<file path="src/rtl/module_mem_access_unit_if.sv">
// Bus side of the memory access unit: request/acknowledge handshake with
// address, write data and write enable held stable while a request is open.
interface module_mem_access_unit_if #(
    parameter int ADDR_W = 32,
    parameter int DATA_W = 32
) ();
    logic              bus_req_o;
    logic              bus_we_o;
    logic [ADDR_W-1:0] bus_adr_o;
    logic [DATA_W-1:0] bus_wd_o;
    logic [DATA_W-1:0] bus_rd_i;
    logic              bus_ack_i;

    // The access unit drives the request side.
    modport master (
        output bus_req_o,
        output bus_we_o,
        output bus_adr_o,
        output bus_wd_o,
        input  bus_rd_i,
        input  bus_ack_i
    );

    // The memory/peripheral answers.
    modport slave (
        input  bus_req_o,
        input  bus_we_o,
        input  bus_adr_o,
        input  bus_wd_o,
        output bus_rd_i,
        output bus_ack_i
    );
endinterface

</file>
<file path="src/rtl/module_mem_access_unit.sv">
// Memory access unit between the multicycle core and the external bus.
// Registers each access, runs a req/ack handshake guarded by a watchdog,
// captures read data and stalls the controller until the access completes.
//
// state | meaning
// ------+---------------------------------------------------------------
// IDLE  | no access in flight, waiting for req_i
// WAIT  | bus_req_o high, counting cycles until ack or watchdog expiry
// DONE  | one-cycle completion (done_o), may accept the next request
// ERR   | one-cycle error: misaligned or unanswered access, sets err_o
module module_mem_access_unit #(
    parameter int                 ADDR_W   = 32,
    parameter int                 DATA_W   = 32,
    parameter int                 TIMEOUT  = 16,
    parameter logic [DATA_W-1:0]  ERR_DATA = 32'hDEAD_BEEF
) (
    input  logic                  clk_i,
    input  logic                  rst_i,
    input  logic                  req_i,
    input  logic                  we_i,
    input  logic [ADDR_W-1:0]     adr_i,
    input  logic [DATA_W-1:0]     wd_i,
    input  logic                  err_clr_i,
    output logic                  stall_o,
    output logic                  done_o,
    output logic [DATA_W-1:0]     data_o,
    output logic                  err_o,
    module_mem_access_unit_if.master bus
);

    localparam int CNT_W = $clog2(TIMEOUT + 1);

    typedef enum logic [1:0] {
        ST_IDLE,
        ST_WAIT,
        ST_DONE,
        ST_ERR
    } state_t;

    state_t              state_q, state_d;
    logic [CNT_W-1:0]    cnt_q, cnt_d;
    logic                acc_we_q, acc_we_d;
    logic                bus_req_q, bus_req_d;
    logic                bus_we_q, bus_we_d;
    logic [ADDR_W-1:0]   bus_adr_q, bus_adr_d;
    logic [DATA_W-1:0]   bus_wd_q, bus_wd_d;
    logic [DATA_W-1:0]   data_q, data_d;
    logic                err_q, err_d;
    logic                err_set;
    logic                stall;
    logic                done;

    // State and access registers; synchronous reset abandons any open access.
    always_ff @(posedge clk_i) begin
        if (rst_i) begin
            state_q   <= ST_IDLE;
            cnt_q     <= '0;
            acc_we_q  <= 1'b0;
            bus_req_q <= 1'b0;
            bus_we_q  <= 1'b0;
            bus_adr_q <= '0;
            bus_wd_q  <= '0;
            data_q    <= '0;
            err_q     <= 1'b0;
        end else begin
            state_q   <= state_d;
            cnt_q     <= cnt_d;
            acc_we_q  <= acc_we_d;
            bus_req_q <= bus_req_d;
            bus_we_q  <= bus_we_d;
            bus_adr_q <= bus_adr_d;
            bus_wd_q  <= bus_wd_d;
            data_q    <= data_d;
            err_q     <= err_d;
        end
    end

    // Next-state, datapath updates and combinational stall/done.
    always_comb begin
        state_d   = state_q;
        cnt_d     = cnt_q;
        acc_we_d  = acc_we_q;
        bus_req_d = bus_req_q;
        bus_we_d  = bus_we_q;
        bus_adr_d = bus_adr_q;
        bus_wd_d  = bus_wd_q;
        data_d    = data_q;
        err_set   = 1'b0;
        stall     = 1'b0;
        done      = 1'b0;

        case (state_q)
            ST_IDLE, ST_DONE: begin
                done = (state_q == ST_DONE);
                if (req_i) begin
                    stall    = 1'b1;
                    // Kept separately from bus_we_o so a misaligned access
                    // still knows whether to load ERR_DATA.
                    acc_we_d = we_i;
                    if (adr_i[1:0] == 2'b00) begin
                        bus_adr_d = adr_i;
                        bus_wd_d  = wd_i;
                        bus_we_d  = we_i;
                        bus_req_d = 1'b1;
                        cnt_d     = '0;
                        state_d   = ST_WAIT;
                    end else begin
                        state_d = ST_ERR;
                    end
                end else begin
                    state_d = ST_IDLE;
                end
            end
            ST_WAIT: begin
                stall = 1'b1;
                if (bus.bus_ack_i) begin
                    bus_req_d = 1'b0;
                    if (!acc_we_q) begin
                        data_d = bus.bus_rd_i;
                    end
                    state_d = ST_DONE;
                end else if (cnt_q == CNT_W'(TIMEOUT - 1)) begin
                    bus_req_d = 1'b0;
                    state_d   = ST_ERR;
                end else begin
                    cnt_d = cnt_q + CNT_W'(1);
                end
            end
            ST_ERR: begin
                stall   = 1'b1;
                err_set = 1'b1;
                if (!acc_we_q) begin
                    data_d = ERR_DATA;
                end
                state_d = ST_DONE;
            end
            default: begin
                state_d = ST_IDLE;
            end
        endcase

        // A new error outranks a clear in the same cycle.
        if (err_set) begin
            err_d = 1'b1;
        end else if (err_clr_i) begin
            err_d = 1'b0;
        end else begin
            err_d = err_q;
        end
    end

    assign stall_o       = stall;
    assign done_o        = done;
    assign data_o        = data_q;
    assign err_o         = err_q;
    assign bus.bus_req_o = bus_req_q;
    assign bus.bus_we_o  = bus_we_q;
    assign bus.bus_adr_o = bus_adr_q;
    assign bus.bus_wd_o  = bus_wd_q;

endmodule

</file>
<file path="src/flat_wrapper.sv">
// flat-port wrapper written by rule: the top's interface ports become plain ports
module module_mem_access_unit_flat 
#(
    parameter int                 ADDR_W   = 32,
    parameter int                 DATA_W   = 32,
    parameter int                 TIMEOUT  = 16,
    parameter logic [DATA_W-1:0]  ERR_DATA = 32'hDEAD_BEEF
)
  (clk_i, rst_i, req_i, we_i, adr_i, wd_i, err_clr_i, stall_o, done_o, data_o, err_o, bus_bus_req_o, bus_bus_we_o, bus_bus_adr_o, bus_bus_wd_o, bus_bus_rd_i, bus_bus_ack_i);
  module_mem_access_unit_if #(.ADDR_W(ADDR_W), .DATA_W(DATA_W)) bus_i ();
  input  logic clk_i;
  input  logic rst_i;
  input  logic req_i;
  input  logic we_i;
  input  logic [ADDR_W-1:0] adr_i;
  input  logic [DATA_W-1:0] wd_i;
  input  logic err_clr_i;
  output logic stall_o;
  output logic done_o;
  output logic [DATA_W-1:0] data_o;
  output logic err_o;
  output wire logic [$bits(bus_i.bus_req_o)-1:0] bus_bus_req_o;
  output wire logic [$bits(bus_i.bus_we_o)-1:0] bus_bus_we_o;
  output wire logic [$bits(bus_i.bus_adr_o)-1:0] bus_bus_adr_o;
  output wire logic [$bits(bus_i.bus_wd_o)-1:0] bus_bus_wd_o;
  input wire logic [$bits(bus_i.bus_rd_i)-1:0] bus_bus_rd_i;
  input wire logic [$bits(bus_i.bus_ack_i)-1:0] bus_bus_ack_i;
  assign bus_bus_req_o = bus_i.bus_req_o;
  assign bus_bus_we_o = bus_i.bus_we_o;
  assign bus_bus_adr_o = bus_i.bus_adr_o;
  assign bus_bus_wd_o = bus_i.bus_wd_o;
  assign bus_i.bus_rd_i = bus_bus_rd_i;
  assign bus_i.bus_ack_i = bus_bus_ack_i;
  module_mem_access_unit #(.ADDR_W(ADDR_W), .DATA_W(DATA_W), .TIMEOUT(TIMEOUT), .ERR_DATA(ERR_DATA)) u_core (.clk_i(clk_i), .rst_i(rst_i), .req_i(req_i), .we_i(we_i), .adr_i(adr_i), .wd_i(wd_i), .err_clr_i(err_clr_i), .stall_o(stall_o), .done_o(done_o), .data_o(data_o), .err_o(err_o), .bus(bus_i));
endmodule
</file>
<file path="config.mk">
export PLATFORM = sky130hd
export DESIGN_NAME = module_mem_access_unit_flat
export DESIGN_NICKNAME = d
export VERILOG_FILES = /design/src/rtl/module_mem_access_unit_if.sv /design/src/rtl/module_mem_access_unit.sv /design/src/flat_wrapper.sv
export SDC_FILE = /design/constraint.sdc
export NUM_CORES = 1
export LEC_CHECK = 0
export CORE_ASPECT_RATIO = 1.5
export CORE_UTILIZATION = 42
export DETAILED_ROUTE_END_ITERATION = 10
export PLACE_DENSITY = 0.89
export SLEW_MARGIN = 20
export SYNTH_ARGS = -nofsm -noshare
export SYNTH_HDL_FRONTEND = slang
export SYNTH_SLANG_ARGS = --single-unit
</file>
<file path="constraint.sdc">
create_clock -name clk_i -period 5.9 [get_ports clk_i]
set_clock_uncertainty 0.05 [all_clocks]
set_input_delay 1.18 -clock clk_i [delete_from_list [all_inputs] [get_ports clk_i]]
set_output_delay 1.18 -clock clk_i [all_outputs]
set_load 0.005 [all_outputs]
</file>
# Word-level counts from Yosys, hierarchy flattened
# Cells that the tools add are included.
word_totals:
  wordCells: 59
  ff_bits: 107
classes:
  eq_ne: 12
  n_addsub: 1
  n_reduce_logical: 12
  mux: 25
ops:
  columns: ["op", "n"]
  rows:
  - ["32-bit two-way mux", 3]
  - ["32-bit case mux with 2 select lines", 1]
  - ["5-bit two-way mux", 4]
  - ["2-bit inequality test (second input constant)", 6]
  - ["5-bit case mux with 2 select lines", 1]
  - ["1-bit two-way mux", 9]
  - ["2-bit two-way mux", 4]
  - ["4-bit AND reduction", 2]
  - ["2-bit case mux with 3 select lines", 1]
  - ["2-bit nonzero test", 3]
  - ["5-bit by 1-bit adder with 5-bit output (second input constant)", 1]
  - ["5-bit by 4-bit equality test with 1-bit output (second input constant)", 1]
  - ["5-bit AND reduction", 1]
  - ["2-bit equality test (second input constant)", 2]
  - ["2-bit logical NOT", 2]
  - ["1-bit case mux with 2 select lines", 2]
  - ["2-bit OR reduction", 2]
  - ["3-bit by 2-bit inequality test with 1-bit output (second input constant)", 1]
  - ["3-bit AND reduction", 1]
  - ["2-bit by 1-bit equality test with 1-bit output (second input constant)", 1]
  - ["2-bit by 1-bit inequality test with 1-bit output (second input constant)", 1]
  - ["2-bit AND reduction", 1]

# Logic depth before layout (Yosys ltp)
# Gate-level depths: netlist (run 1).
logic_depth:
  word_depth: 4
  mapped_depth: 6
  mapped_depth_nobuf: 6

# Worst setup path before layout (run 1)
# OpenSTA, ideal clock, no wires.
synth_timing:
  path_kind: "input-to-output"
  from: "input req_i"
  to: "output stall_o"
  arrival_time_ns: 1.336
  slack_ns: 3.334
  stages: 2
  cell_sequence: "nor2_1 inv_1"
synth_via:
  elab_chain_cells: 2
synth_lines:
  columns: ["item", "line_no", "rtl"]
  rows:
  - ["start, declared", "flat_wrapper.sv:13", "input logic req_i;"]
  - ["1-bit two-way mux", "module_mem_access_unit.sv:95", "if (req_i) begin"]
  - ["1-bit case mux with 2 select lines", "module_mem_access_unit.sv:92", "case (state_q)"]
  - ["end, declared", "flat_wrapper.sv:18", "output logic stall_o;"]
# Every way passes these cells.

# Final worst setup path (run 1)
# Same ends and word-level chain as after synthesis.

==> results.json, run 1 <==
{
  "synthTopCellsByCount": "130 x nand2_1, 107 x dfxtp_1, 101 x a21oi_1, 32 x nor2_1, 30 x clkbuf_1",
  "yosys.cell_count.top_type": "nand2_1",
  "worst_setup_path_end_kind": "output port",
  "hold_violations": 0,
  "hpwlAfterDp_um": 7860,
  "cp_num_buf_inv": 3,
  "antenna_found_initial": 0,
  "yosysTopAreaCellShare": 0.557,
  "num_rows": 42,
  "cts_tree": "done",
  "timing.final.crit_share": 0.608,
  "postCtsSetupBuffers": 0,
  "crit_type": "primary input to output port",
  "cts.htree.levels": 3,
  "drive_above_1_share": 0.0377,
  "arrival_ps": 2360,
  "cp-startpoint": "req_i",
  "fin_tns_setup_ps": 0,
  "r2r_end": "u_core.cnt_q[3]",
  "clock.fmax_ghz": 0.279,
  "synth.distinct_cells": 27,
  "path_delay_family": "buffers and inverters",
  "leakagePower_nw": 2.17,
  "first_iter_violations": 178,
  "syn_inst": 480,
  "synth_area_leaders": "dfxtp_1 56%, a21oi_1 13%, nand2_1 13%",
  "fp.dieArea_um2": 9550,
  "track_usage": 0.229,
  "path_depth": 4,
  "synth_area_per_cell_um2": 8.01,
  "grt_start_max_net_pins": 102,
  "syn_nets": 584,
  "place_congestion": 0.742,
  "firstDrtPassIters": 5,
  "diodes": 0,
  "rsz0062_at_grt": "no",
  "drv_cap": 0,
  "max-vdd-ir-drop_v": 0.000176,
  "async_reset_ff_frac": 0,
  "grt_pass1_vias": 3696,
  "io_buffers": 202,
  "dieWidth_um": 80.1,
  "worstSkewPairLatency_ps": 340,
  "final_util": 0.701,
  "vias": 3931,
  "r2r_setup_slack_ps": 3770,
  "crit_end": "stall_o",
  "synth_seq_cells": 107,
  "setup_viol": 0,
  "syn_area_um2": 3840,
  "slowest_delay_ps": 530,
  "status": "finished, final reports clean",
  "grt_overflow": 0,
  "synth_area_leader_cell": "dfxtp_1",
  "core_area_um2": 8830,
  "clockRootBuffer": "clkbuf_16",
  "total_power_mw": 1.59,
  "slew_headroom": 0.260,
  "clock-sinks": 107,
  "seq_area_frac_synth": 0.557,
  "synth-edff-count": 0,
  "postLayoutCellArea_um2": 6190,
  "clock_path_buffers": 2,
  "fp.dieH_um": 119,
  "wl_um": 11100,
  "path_clk_slew_ps": 70,
  "reg2regPathDepth": 6,
  "yosysWarnings": 0,
  "ios": 203,
  "critical_path.max_fanout": 5,
  "nNetsFinal": 763,
  "slew_viol_final": 0,
  "area.growth.synth_to_final_pct": 61.0,
  "crit_top_cell": "clkdlybuf4s50_1",
  "worst_pin_slew_ps": 1110,
  "crit_path_start_kind": "primary input",
  "cts_repair_resize_count": 0,
  "drc": 0,
  "ant_nets": 0,
  "holdBufCountCts": 0,
  "hp-class": "flop to flop",
  "routed_via_density": 5.08,
  "grt_pass1_wl_um": 17100,
  "cp_cell_sequence": "clkdlybuf4s50_1, nor2_1, inv_1, clkdlybuf4s50_1",
  "p_per_area_nw_per_um2": 256,
  "slowest_stage": "clkdlybuf4s50_1",
  "initial_core_util": 0.435,
  "rr_startpoint": "u_core.cnt_q[0]",
  "cts_buffers": 9,
  "wl_per_cell_um": 14.4,
  "fin_crit_ps": 3590,
  "synth_ff_type": "dfxtp_1",
  "critical_path_required_ps": 4670,
  "dpl_cell_area_um2": 5880
}
-- power breakdown --
part | total (mW) | switching [mW] | internal, mW
Sequential | 0.770 | 0.0180 | 0.752
Clock | 0.601 | 0.261 | 0.340
Combinational | 0.214 | 0.0854 | 0.129
Total | 1.59 | 0.364 | 1.22
-- metrics by stage --
| step | hold slack, ps | setup WS, ps | cells |
|---|---|---|---|
| detailed placement | 370 | 2310 | 758 |
| finish | 378 | 2310 | 774 |
| CTS | 380 | 2310 | 774 |
| global route | 405 | 2250 | 774 |
| floorplan | 375 | 3330 | 480 |
| global placement | 366 | 2310 | 758 |
-- cell type report --
cell class	count	area [µm²]
clock inverter	6	63.8
sequential	107	2140
clock buffer	10	239
tap	110	138
timing repair buffer	205	2040
multi-input combinational	329	1540
fill	655	2640
inverter	7	26.3
-- worst min path at each step --
stage / start / endpoint / slack, ps / cells past startpoint
final: u_core.bus.bus_adr_o[0] / u_core.bus.bus_adr_o[0] / 380 / 2
after global routing: u_core.bus.bus_adr_o[0] / u_core.bus.bus_adr_o[0] / 410 / 2
after CTS: u_core.bus.bus_adr_o[0] / u_core.bus.bus_adr_o[0] / 380 / 2
after detailed placement: u_core.bus.bus_adr_o[0] / u_core.bus.bus_adr_o[0] / 370 / 2
after global placement: u_core.bus.bus_adr_o[1] / u_core.bus.bus_adr_o[1] / 370 / 2
after floorplan: u_core.bus.bus_adr_o[0] / u_core.bus.bus_adr_o[0] / 370 / 2
-- worst reg2reg max path, stage by stage (launching register included) --
cell and delay, ps:
dfxtp_1 340, ha_1 220, and3_1 190, ha_1 200, or4b_4 560, or3_1 360, a21oi_1 140
-- cell families after synthesis --
family / after synthesis / share of synthesized area
xor+xnor: 1 / 0.00228
fa+ha+maj: 2 / 0.00651
buf+inv: 44 / 0.0452
flops: 107 / 0.557
compound gates: 113 / 0.149
simple gates: 213 / 0.240
-- per-layer routing --
metal  up-vias  wire length, µm  global-route usage
li1       1940                -                   -
met1      1804             4210               0.238
met2       168             5710               0.415
met3        19              890              0.0651
met4         0              310               0.106
met5         -                0                   0
-- sequential cells by signal (all words and copies together) (netlist names), 2 cells and up --
signal,cells
u_core.state_q,2
u_core.cnt_q,5
u_core.bus.bus_wd_o,32
u_core.data_o,32
u_core.bus.bus_adr_o,32
-- cells in the final DEF (no fill, tap or decap) --
cell	count
or2_1	1
a211oi_1	1
inv_6	1
nand3b_1	1
nand3_1	2
a311oi_1	1
buf_4	4
nand2_1	130
nor2b_2	1
clkdlybuf4s50_1	201
clkinv_2	2
nor3_1	25
clkinvlp_4	2
or4b_4	1
bufinv_16	1
or3_1	2
dfxtp_1	107
clkbuf_16	9
a21oi_1	101
inv_1	7
o21ai_0	10
clkbuf_8	1
nand4_1	8
xnor2_1	1
ha_1	2
nand2b_1	4
nor4_1	1
nand4bb_1	1
nor4b_2	2
nor2_1	32
and3_1	1
or4b_2	1
(Power assumes the default switching activity.)
==> run 2: changes to the inputs <==
--- a/config.mk
+++ b/config.mk
@@ -6,9 +6,9 @@
 export NUM_CORES = 1
 export LEC_CHECK = 0
 export CORE_ASPECT_RATIO = 1.5
-export CORE_UTILIZATION = 42
+export CORE_UTILIZATION = 35
 export DETAILED_ROUTE_END_ITERATION = 10
-export PLACE_DENSITY = 0.89
+export PLACE_DENSITY = 0.8
 export SLEW_MARGIN = 20
 export SYNTH_ARGS = -nofsm -noshare
 export SYNTH_HDL_FRONTEND = slang
==> constraint.sdc (replaced) <==
create_clock -name clk_i -period 2.9 [get_ports clk_i]
set_clock_uncertainty 0.05 [all_clocks]
set_input_delay 0.58 -clock clk_i [delete_from_list [all_inputs] [get_ports clk_i]]
set_output_delay 0.58 -clock clk_i [all_outputs]
set_load 0.005 [all_outputs]
==> results.json, run 2 (synthesis results as in run 1) <==
{
  "p_int_mw": 2.47,
  "drive_above_1_share": 0.0419,
  "hp-class": "flop to flop",
  "cts_tree": "done",
  "dieWidth_um": 87.6,
  "p_per_area_nw_per_um2": 512,
  "total_power_mw": 3.21,
  "leakagePower_nw": 2.19,
  "arrival_ps": 1770,
  "setup_viol": 0,
  "timing.final.crit_share": 0.829,
  "core_area_um2": 10600,
  "diodes": 0,
  "path_clk_slew_ps": 70,
  "fin_cells": 812,
  "critical_path.max_fanout": 5,
  "rr_startpoint": "u_core.cnt_q[0]",
  "r2r_end": "u_core.cnt_q[3]",
  "area.growth.synth_to_final_pct": 63.3,
  "ant_nets": 0,
  "final_cell_mix": "201 x clkdlybuf4s50_1, 130 x nand2_1, 107 x dfxtp_1",
  "grt_pass1_wl_um": 17100,
  "crit_path_start_kind": "primary input",
  "worst_setup_path_end_kind": "output port",
  "hold_violations": 0,
  "io_buffers": 202,
  "clockPowerShare": 0.375,
  "clock-sinks": 107,
  "gr-usage-met2": 0.356,
  "track_usage": 0.195,
  "fp.dieH_um": 130,
  "crit_type": "primary input to output port",
  "power_frac_seq": 0.487,
  "wl_um": 11400,
  "switchingPower_mw": 0.746,
  "nNetsFinal": 767,
  "clockRootBuffer": "clkbuf_16",
  "r2r_setup_slack_ps": 720,
  "worstSkewPairLatency_ps": 340,
  "final_common_cell": "clkdlybuf4s50_1",
  "first_iter_violations": 183,
  "grt_overflow": 0,
  "cts_buffers": 9,
  "firstDrtPassIters": 4,
  "critical_path_required_ps": 2270,
  "status": "finished, final reports clean",
  "initial_core_util": 0.361,
  "cp-startpoint": "req_i",
  "rsz0062_at_grt": "no",
  "fin_tns_setup_ps": 0,
  "hp-start": "u_core.bus.bus_adr_o[0]",
  "drv_cap": 0,
  "switching_share": 0.232,
  "met1_usage": 0.205,
  "slew_viol_final": 0,
  "fp.dieArea_um2": 11400,
  "busiest_layer": "met2",
  "place_congestion": 0.719,
  "clock_path_buffers": 2,
  "routed_via_density": 4.79,
  "worst_pin_slew_ps": 1100,
  "reg2regPathDepth": 6,
  "postCtsSetupBuffers": 0,
  "slew_headroom": 0.267,
  "grt_use_met3": 0.0525,
  "cts_repair_resize_count": 0,
  "vias": 3886,
  "grt_start_max_net_pins": 65,
  "power_frac_comb": 0.138,
  "crit_end": "stall_o",
  "ios": 203,
  "grt_pass1_vias": 3539,
  "cts.htree.levels": 3,
  "drc": 0,
  "clock.fmax_ghz": 0.416,
  "num_rows": 46,
  "dp_cells": 796,
  "nFillCells": 927,
  "fin_crit_ps": 2400,
  "max-vdd-ir-drop_v": 0.000287,
  "wl_per_cell_um": 14.1,
  "hpwlAfterDp_um": 8450,
  "antenna_found_initial": 0,
  "holdBufCountCts": 0
}
## run 2: worst min-delay path by stage
stage / endpoint / depth (start not counted)
global route: u_core.bus.bus_adr_o[1] / 2
floorplan: u_core.bus.bus_adr_o[0] / 2
finish: u_core.bus.bus_adr_o[0] / 2
detailed placement: u_core.bus.bus_adr_o[0] / 2
global placement: u_core.bus.bus_adr_o[0] / 2
CTS: u_core.bus.bus_adr_o[0] / 2
## run 2: through the flow
stage | area (µm²) | hold WS (ps) | worst slack [ps] | utilization
floorplan | 3840 | 375 | 904 | -
global placement | 5980 | 369 | 402 | 0.562
detailed placement | 5980 | 367 | 361 | 0.562
CTS | 6280 | 378 | 489 | 0.589
global route | 6280 | 402 | 463 | 0.589
finish | 6280 | 376 | 496 | 0.589
## run 2: power by group through the flow
stage	logic, mW	registers, mW	clock network [mW]
finish	0.442	1.57	1.21
detailed placement	0.443	1.60	0
global route	0.479	1.57	1.28
global placement	0.434	1.60	0
CTS	0.446	1.57	1.23
floorplan	0.147	1.60	0
## run 2: area by class of cell
type / count / area [µm²] / area share
clock buffers: 10 / 229 / 0.0365
clock inverters: 6 / 65.1 / 0.0104
inverters: 7 / 26.3 / 0.00419
multi-input cells: 329 / 1540 / 0.245
flip-flops and latches: 107 / 2140 / 0.341
well taps: 144 / 180 / 0.0287
repair buffers: 209 / 2100 / 0.334
## run 2: routing by layer
metal | part of all wire | vias to the layer above
li1 | - | 1960
met1 | 0.37 | 1752
met2 | 0.52 | 154
met3 | 0.076 | 20
met4 | 0.026 | 0
met5 | 0 | -
## run 2: worst max-delay path: stages
cell and delay, ps:
clkdlybuf4s50_1 520, nor2_1 90, inv_1 90, clkdlybuf4s50_1 490
==> run 3: changes to the inputs <==
--- a/config.mk
+++ b/config.mk
@@ -6,9 +6,9 @@
 export NUM_CORES = 1
 export LEC_CHECK = 0
 export CORE_ASPECT_RATIO = 1.5
-export CORE_UTILIZATION = 35
+export CORE_UTILIZATION = 39
 export DETAILED_ROUTE_END_ITERATION = 10
-export PLACE_DENSITY = 0.8
+export PLACE_DENSITY = 0.84
 export SLEW_MARGIN = 20
 export SYNTH_ARGS = -nofsm -noshare
 export SYNTH_HDL_FRONTEND = slang
==> constraint.sdc (replaced) <==
create_clock -name clk_i -period 2.5 [get_ports clk_i]
set_clock_uncertainty 0.05 [all_clocks]
set_input_delay 0.5 -clock clk_i [delete_from_list [all_inputs] [get_ports clk_i]]
set_output_delay 0.5 -clock clk_i [all_outputs]
set_load 0.005 [all_outputs]
==> results.json, run 3 (synthesis results as in run 1) <==
{
  "crit_type": "primary input to output port",
  "r2r_end": "u_core.cnt_q[3]",
  "clock_path_buffers": 2,
  "fin_ws_ps": 243,
  "io_buffers": 202,
  "critical_path.max_fanout": 5,
  "rsz0062_at_grt": "no",
  "worst_setup_path_end_kind": "output port",
  "nFillCells": 775,
  "cts.htree.levels": 3,
  "fp.dieH_um": 124,
  "total_power_mw": 3.88,
  "fp.dieArea_um2": 10300,
  "postCtsSetupBuffers": 0,
  "hold_violations": 0,
  "wl_per_cell_um": 14.5,
  "clock.fmax_ghz": 0.443,
  "first_iter_violations": 165,
  "routed_via_density": 5.02,
  "nNetsFinal": 770,
  "slew_headroom": 0.656,
  "track_usage": 0.216,
  "core_area_um2": 9630,
  "grt_pass1_wl_um": 17700,
  "drive_above_1_share": 0.0477,
  "dieWidth_um": 83.1,
  "setup_viol": 0,
  "hpwlAfterDp_um": 8200,
  "hold_end": "u_core.bus.bus_adr_o[1]",
  "fin_crit_ps": 2260,
  "firstDrtPassIters": 4,
  "r2r_setup_slack_ps": 360,
  "drv_cap": 0,
  "cts_buffers": 9,
  "final_cell_mix": "201 x clkdlybuf4s50_1, 130 x nand2_1, 107 x dfxtp_1",
  "dp_slack_ps": 191,
  "diodes": 0,
  "cts_repair_resize_count": 0,
  "p_per_area_nw_per_um2": 615,
  "leakagePower_nw": 2.23,
  "grt_start_max_net_pins": 53,
  "path_clk_slew_ps": 70,
  "grt_overflow": 0,
  "num_rows": 44,
  "vias": 3945,
  "clockRootBuffer": "clkbuf_16",
  "arrival_ps": 1710,
  "cts_tree": "done",
  "status": "finished, final reports clean",
  "final_common_cell": "clkdlybuf4s50_1",
  "worstSkewPairLatency_ps": 340,
  "slew_viol_final": 0,
  "drc": 0,
  "max-vdd-ir-drop_v": 0.000425,
  "crit_path_start_kind": "primary input",
  "clock-sinks": 107,
  "initial_core_util": 0.399,
  "worst_pin_slew_ps": 515,
  "ios": 203,
  "grt_pass1_vias": 3730,
  "reg2regPathDepth": 6,
  "timing.final.crit_share": 0.903,
  "area.growth.synth_to_final_pct": 64.3,
  "final-seq-area_um2": 2140,
  "hp-class": "flop to flop",
  "antenna_found_initial": 0,
  "hp-start": "u_core.bus.bus_adr_o[1]",
  "place_congestion": 0.748,
  "multi_input_area_um2": 1540,
  "holdBufCountCts": 0,
  "hold_path_depth": 2,
  "fin_tns_setup_ps": 0,
  "rr_startpoint": "u_core.cnt_q[0]",
  "wl_um": 11400,
  "ant_nets": 0,
  "critical_path_required_ps": 1950
}
-- run 3: changes by cell type in the layout (fill, tap and decap cells not counted), sizes merged --
cell and change:
clkinvlp -1, inv +1, buf +3, clkinv -1
bufinv +1
-- run 3: final cells by class --
class | instances | area share
flip-flops and latches | 107 | 0.339
repair buffers | 212 | 0.338
multi-input cells | 329 | 0.243
clock buffers | 10 | 0.0378
well taps | 115 | 0.0228
clock inverters | 6 | 0.0151
inverters | 7 | 0.00416
-- run 3: worst max-delay path by stage --
stage,start,end,slack [ps],cells after the start
final,req_i,stall_o,240,4
after global routing,req_i,stall_o,210,4
after CTS,req_i,stall_o,240,4
after detailed placement,adr_i[0],u_core.bus.bus_adr_o[2],190,5
after global placement,adr_i[0],u_core.bus.bus_wd_o[28],210,5
after floorplan,u_core.cnt_q[0],u_core.cnt_q[3],500,6
-- run 3: critical path: stages --
cell and delay, ps:
clkdlybuf4s50_1 540, nor2_1 90, inv_1 80, clkdlybuf4s50_1 500
-- run 3: routing by layer --
metal,wire length [µm],part of all wire,global-route usage,up-vias
met4,279,0.025,0.0873,0
met5,0,0,0,-
met2,5880,0.52,0.391,155
met1,4450,0.39,0.237,1802
met3,767,0.067,0.0616,19
li1,-,-,-,1969
-- run 3: power breakdown --
part	switching (mW)	internal (mW)	leakage, nW
sequential	0.0415	1.77	0.870
clock	0.626	0.916	0.164
combinational	0.206	0.317	1.20
-- run 3: stage by stage --
| stage | hold WS (ps) | cell area [µm²] | instances | util |
|---|---|---|---|---|
| global placement | 369 | 5980 | 770 | 0.621 |
| floorplan | 375 | 3840 | 480 | - |
| finish | 377 | 6310 | 786 | 0.655 |
| detailed placement | 369 | 5980 | 770 | 0.621 |
| global route | 391 | 6310 | 786 | 0.655 |
| CTS | 380 | 6310 | 786 | 0.655 |
